--- src/rtl/wm_pkg.sv ---
// wm_pkg: shared constants and types for the weighted-majority trend scheduler
package wm_pkg;
  localparam int WIN = 8;
  localparam int WW = 4;
  localparam int HYST = 2;
  localparam int AW = $clog2(WIN);
  localparam int SW = WW + AW + 1;
  typedef enum logic [1:0] {IDLE, ACCUM, DECIDE} state_t;
  typedef logic [WW-1:0] weight_t;
endpackage

--- src/rtl/wm_weight_regfile.sv ---
// wm_weight_regfile: per-tap weight registers, reset to WIN-i, combinational read by tap
module wm_weight_regfile
  import wm_pkg::*;
(
  input  logic          clk,
  input  logic          rst,
  input  logic          we,
  input  logic [AW-1:0] waddr,
  input  logic [WW-1:0] wdata,
  input  logic [AW-1:0] raddr,
  output logic [WW-1:0] rdata
);
  weight_t w [WIN];
  always_ff @(posedge clk)
    for (int i = 0; i < WIN; i++)
      if (rst) w[i] <= WW'(WIN - i);
      else if (we && waddr == AW'(i)) w[i] <= wdata;
  assign rdata = w[raddr];
endmodule

--- src/rtl/wm_eval_sched.sv ---
// wm_eval_sched: sample window, serial weighted-sum evaluation and trend decision
// Optional hysteresis compare enabled by defining WM_HYST_EN.
module wm_eval_sched
  import wm_pkg::*;
(
  input  logic          clk,
  input  logic          rst,
  input  logic          bit_in,
  input  logic          bit_vld,
  input  logic          cfg_we,
  input  logic [AW-1:0] cfg_addr,
  input  logic [WW-1:0] cfg_wdata,
  output logic          cfg_ack,
  output logic          busy,
  output logic          trend_vld,
  output logic          trend,
  output logic [SW-1:0] score,
  output logic          ovf
);
  state_t state;
  logic [WIN-1:0] window, snap, win_nx;
  logic [AW-1:0] k;
  logic [SW-1:0] score_acc, total_acc;
  logic [WW-1:0] w_k;
  logic [SW:0] two_s, tot;
  logic pending, cfg_ok, rise, fall;
  assign win_nx = bit_vld ? {window[WIN-2:0], bit_in} : window;
  assign cfg_ok = cfg_we && state == IDLE && !bit_vld && {1'b0, cfg_addr} < (AW+1)'(WIN);
  assign two_s = {score_acc, 1'b0};
  assign tot = {1'b0, total_acc};
`ifdef WM_HYST_EN
  assign rise = two_s > tot + (SW+1)'(HYST);
  assign fall = two_s + (SW+1)'(HYST) < tot;
`else
  assign rise = two_s > tot;
  assign fall = two_s < tot;
`endif
  // Weights only change while idle with no strobe, so the live read equals a snapshot.
  wm_weight_regfile u_regs (
    .clk  (clk),
    .rst  (rst),
    .we   (cfg_ok),
    .waddr(cfg_addr),
    .wdata(cfg_wdata),
    .raddr(k),
    .rdata(w_k)
  );
  always_ff @(posedge clk) begin
    if (rst) begin
      state <= IDLE;
      window <= '0;
      snap <= '0;
      k <= '0;
      score_acc <= '0;
      total_acc <= '0;
      pending <= 1'b0;
      trend <= 1'b0;
      trend_vld <= 1'b0;
      score <= '0;
      ovf <= 1'b0;
      cfg_ack <= 1'b0;
      busy <= 1'b0;
    end else begin
      window <= win_nx;
      cfg_ack <= cfg_ok;
      trend_vld <= 1'b0;
      case (state)
        IDLE: if (bit_vld) begin
          state <= ACCUM;
          busy <= 1'b1;
          snap <= win_nx;
          k <= '0;
          score_acc <= '0;
          total_acc <= '0;
        end
        ACCUM: begin
          score_acc <= score_acc + (snap[k] ? SW'(w_k) : '0);
          total_acc <= total_acc + SW'(w_k);
          k <= k + 1'b1;
          if (k == AW'(WIN - 1)) state <= DECIDE;
          if (bit_vld) begin
            pending <= 1'b1;
            ovf <= ovf | pending;
          end
        end
        DECIDE: begin
          trend_vld <= 1'b1;
          score <= score_acc;
          trend <= rise ? 1'b1 : fall ? 1'b0 : trend;
          // A strobe landing here restarts immediately; if pending was also set it re-arms pending.
          if (pending || bit_vld) begin
            state <= ACCUM;
            snap <= win_nx;
            k <= '0;
            score_acc <= '0;
            total_acc <= '0;
            pending <= pending && bit_vld;
          end else begin
            state <= IDLE;
            busy <= 1'b0;
          end
        end
        default: begin
          state <= IDLE;
          busy <= 1'b0;
        end
      endcase
    end
  end
endmodule

--- config.mk ---
export PLATFORM = sky130hd
export DESIGN_NAME = wm_eval_sched
export DESIGN_NICKNAME = d
export VERILOG_FILES = /design/src/rtl/wm_pkg.sv /design/src/rtl/wm_weight_regfile.sv /design/src/rtl/wm_eval_sched.sv
export SDC_FILE = /design/constraint.sdc
export NUM_CORES = 1
export LEC_CHECK = 0
export CORE_MARGIN = 1.5
export CORE_UTILIZATION = 59
export DETAILED_ROUTE_END_ITERATION = 6
export GPL_TIMING_DRIVEN = 0
export HOLD_SLACK_MARGIN = 0.03
export PLACE_DENSITY = 0.88
export SYNTH_ARGS = -nofsm -noshare
export SYNTH_HDL_FRONTEND = slang
export SYNTH_SLANG_ARGS = --single-unit
--- constraint.sdc ---
create_clock -name clk -period 3.31 [get_ports clk]
set_clock_uncertainty 0.1 [all_clocks]
set_input_delay 0.8275 -clock clk [delete_from_list [all_inputs] [get_ports clk]]
set_output_delay 0.8275 -clock clk [all_outputs]
set_load 0.03 [all_outputs]
==> impl_metrics.json <==
{
  "status": "finished, violations left",
  "failed_checks": "DRC",
  "gp_congestion": 0.846,
  "place_ws_ns": -0.00331,
  "cts.repair_timing.setup_buffer_count": 0,
  "insertion_delay_ns": 0.37,
  "initial_utilization_pct": 62.0,
  "timing.setup.critical_path_class": "register to register",
  "yosys.cell_count.top_type": "dfxtp_1",
  "io-pin-count": 25,
  "yosys_register_bits": 86,
  "die_width_um": 85.4,
  "cts_tree": "built",
  "max-clock-path-buffers": 2,
  "slew_viol_final": 0,
  "antenna_found_initial": 0,
  "finalSetupViolations": 0,
  "routed-wl-met2_um": 3990,
  "dr_total_vias": 2895,
  "fmax_ghz": 0.319,
  "met1_length_um": 3700,
  "detailed_place_hpwl_um": 6240,
  "grt_pass1_vias": 2912,
  "grt_start_max_net_pins": 18,
  "netlist_instances": 366,
  "fraction_of_synthesized_cell_area_taken_by_the_top_area_cell_type_pct": 27.0,
  "ant_nets": 0,
  "dr.pass1.iters": 6,
  "finalInstanceArea_um2": 4530,
  "crit_path_top_delay_cell": "mux4_2",
  "num_antenna_cells": 0,
  "reg2regPathDepth": 9,
  "routed-wl-met3_um": 394,
  "yosysTopAreaCell": "dfxtp_1",
  "critical_path.startpoint_type": "register",
  "finish.utilization_pct": 70.1,
  "synth.distinct_cells": 48,
  "async_reset_ff_share_pct": 0,
  "timing.final.crit_period_ns": 3.13,
  "timing.slew.headroom_pct": 40.3,
  "post-layout-total-power_mw": 2.14,
  "synth_top_cells_by_area": "dfxtp_1 (27%), edfxtp_1 (24%), mux4_2 (5.6%)",
  "clkSlewWorstSetupHoldPaths_ns": 0.10,
  "yosysWarnings": 0,
  "grt_setup_unrepaired": "false",
  "synth_sequential_area_ratio_pct": 51.0,
  "ctsHtreeMaxLevel": 3,
  "grt_first_pass_wirelength_um": 14200,
  "register_area_um2": 2040,
  "critPathCaptureType": "register",
  "routed_wire_length_per_instance_um": 17.3,
  "hold_class": "register to register",
  "maximum_vdd_ir_drop_mv": 0.364,
  "hold_violations": 0,
  "slew_at_the_pin_closest_to_its_max_slew_limit_ns": 0.895,
  "final.period_utilization_pct": 94.7,
  "cts_num_sinks": 86,
  "critical_path.max_stage_delay_ns": 0.54,
  "max-cap-violations": 0,
  "highest_layer": "met4",
  "synthTopCellsByCount": "dfxtp_1 (54), nor2_1 (33), edfxtp_1 (32)",
  "synthesis.area_per_instance_um2": 10.9,
  "crit_path_max_fanout": 5,
  "grt_use_total_pct": 25.3,
  "multi_input_comb_area_um2": 1830,
  "placedCellCount": 465,
  "detail_route.vias_per_cell": 6.02,
  "number_of_flops_mapped_to_enable_cells_by_yosys": 32,
  "crit_chain": "mux4_2 > mux2i_1 > nor2b_1 > ha_1 > fa_1 > a21o_1 > a21oi_1 > nor3_1 > o21a_1",
  "die_y_um": 85.4,
  "number_of_buffers_added_by_the_clock_tree_synthesis_step": 9,
  "critPathRequiredTime_ns": 3.48,
  "grt-ovfl-total": 0,
  "routed_wirelength_um": 8320,
  "finalNonFillerCells": 481,
  "syn_area_um2": 4000,
  "fp.dieArea_um2": 7290,
  "power_density_nw_per_um2": 472,
  "design.core.area_um2": 6460,
  "worst_slack_ns": 0.176,
  "ys.flop_type": "dfxtp_1",
  "post-route-drc-count": 1,
  "static-leakage-power_nw": 1.75,
  "fin_nets": 430,
  "dr.first_iter.drc_count": 181,
  "num_rows": 29,
  "layout-drive-gt1-share_pct": 8.91,
  "io_buffer_count": 22,
  "num-fill-cells": 435,
  "layout-area-overhead-vs-synth_pct": 13.2,
  "hold_depth": 2,
  "synth.net_count": 397,
  "root_cell_of_the_clock_tree": "clkbuf_8",
  "placedInstanceArea_um2": 4320,
  "critPathArrivalTime_ns": 3.30
}
## cells in the final DEF (no fill, tap or decap), types with 3 or more instances in the layout
cell,count
dfxtp_1,54
nor2_1,33
edfxtp_1,32
a21oi_1,26
nand2_1,26
clkdlybuf4s50_1,22
ha_1,17
inv_1,15
a21o_1,11
mux4_2,10
mux2i_1,10
clkbuf_1,9
nor3_1,9
and2_1,9
clkbuf_8,9
o22a_1,8
a22o_1,8
nand3_1,8
or3_1,7
nand2b_1,6
o31ai_1,6
or4_1,5
o21a_1,5
nor2b_1,4
o21bai_1,4
o21ai_0,4
mux2_2,3
and3_1,3
a211o_1,3
nor4_1,3
## flip-flops by register name, summed over array words and instances, names as in the netlist, 2 cells and up, named ones only
| name | cells |
|---|---|
| k | 3 |
| score | 8 |
| state | 2 |
| snap | 8 |
| score_acc | 8 |
| total_acc | 8 |
| window | 8 |
| u_regs.w | 32 |
## cells by family (layout without fill, tap and decap cells)
kind of cell / after synthesis / after routing / synth area share [%]
fa+ha+maj: 19 / 19 / 6.31
flops: 86 / 86 / 51.0
buf+inv: 30 / 68 / 3.25
mux: 23 / 23 / 8.97
xor+xnor: 2 / 2 / 0.438
compound gates: 85 / 85 / 14.7
simple gates: 121 / 121 / 15.3
## report_power, final
| part | switching [mW] | internal [mW] |
|---|---|---|
| sequential | 0.0224 | 1.13 |
| combinational | 0.136 | 0.0984 |
| clock | 0.419 | 0.336 |
| total | 0.578 | 1.56 |
## cell type report
class | count | area share, %
Buffer | 15 | 1.68
Timing Repair Buffer | 22 | 4.86
Multi-Input combinational cell | 250 | 40.4
Tap cell | 77 | 2.13
Clock buffer | 10 | 3.29
Clock inverter | 6 | 1.30
Inverter | 15 | 1.24
Sequential cell | 86 | 45.1
## per-layer routing
metal | vias to the layer above | GRT usage (%)
li1 | 1429 | -
met1 | 1363 | 33.6
met2 | 81 | 40.4
met3 | 22 | 4.77
met4 | 0 | 12.0
met5 | - | 0
## path summary, 6_finish.rpt
| check | start | end | slack (ns) |
|---|---|---|---|
| min reg2reg | score[7] | score[7] | 0.36 |
| max | k[0] | score_acc[4] | 0.18 |
| max reg2reg | k[0] | score_acc[4] | 0.18 |
| min | score[7] | score[7] | 0.36 |
## metrics by stage
stage / TNS (ns) / hold slack (ns)
after detailed placement: -0.0128 / 0.350
after global routing: 0 / 0.388
after floorplan: 0 / 0.352
final: 0 / 0.363
after global placement: 0 / 0.343
after CTS: 0 / 0.364
## worst max-delay path: cells and delay by family, from the launching register on
family	cells	cell delay (ns)
DFF	1	0.48
AOI/OAI and AO/OA	3	0.66
muxes	2	0.94
and+or+nand+nor	2	0.18
adders and majority gates	2	0.66
## timing repair
action | CTS | global route
hold buffers | 0 | 0
resized for setup | 0 | 1
endpoints found under the setup margin | 0 | 2
endpoints found under the hold margin | 0 | 0
Power figures use the tool's default switching activity.
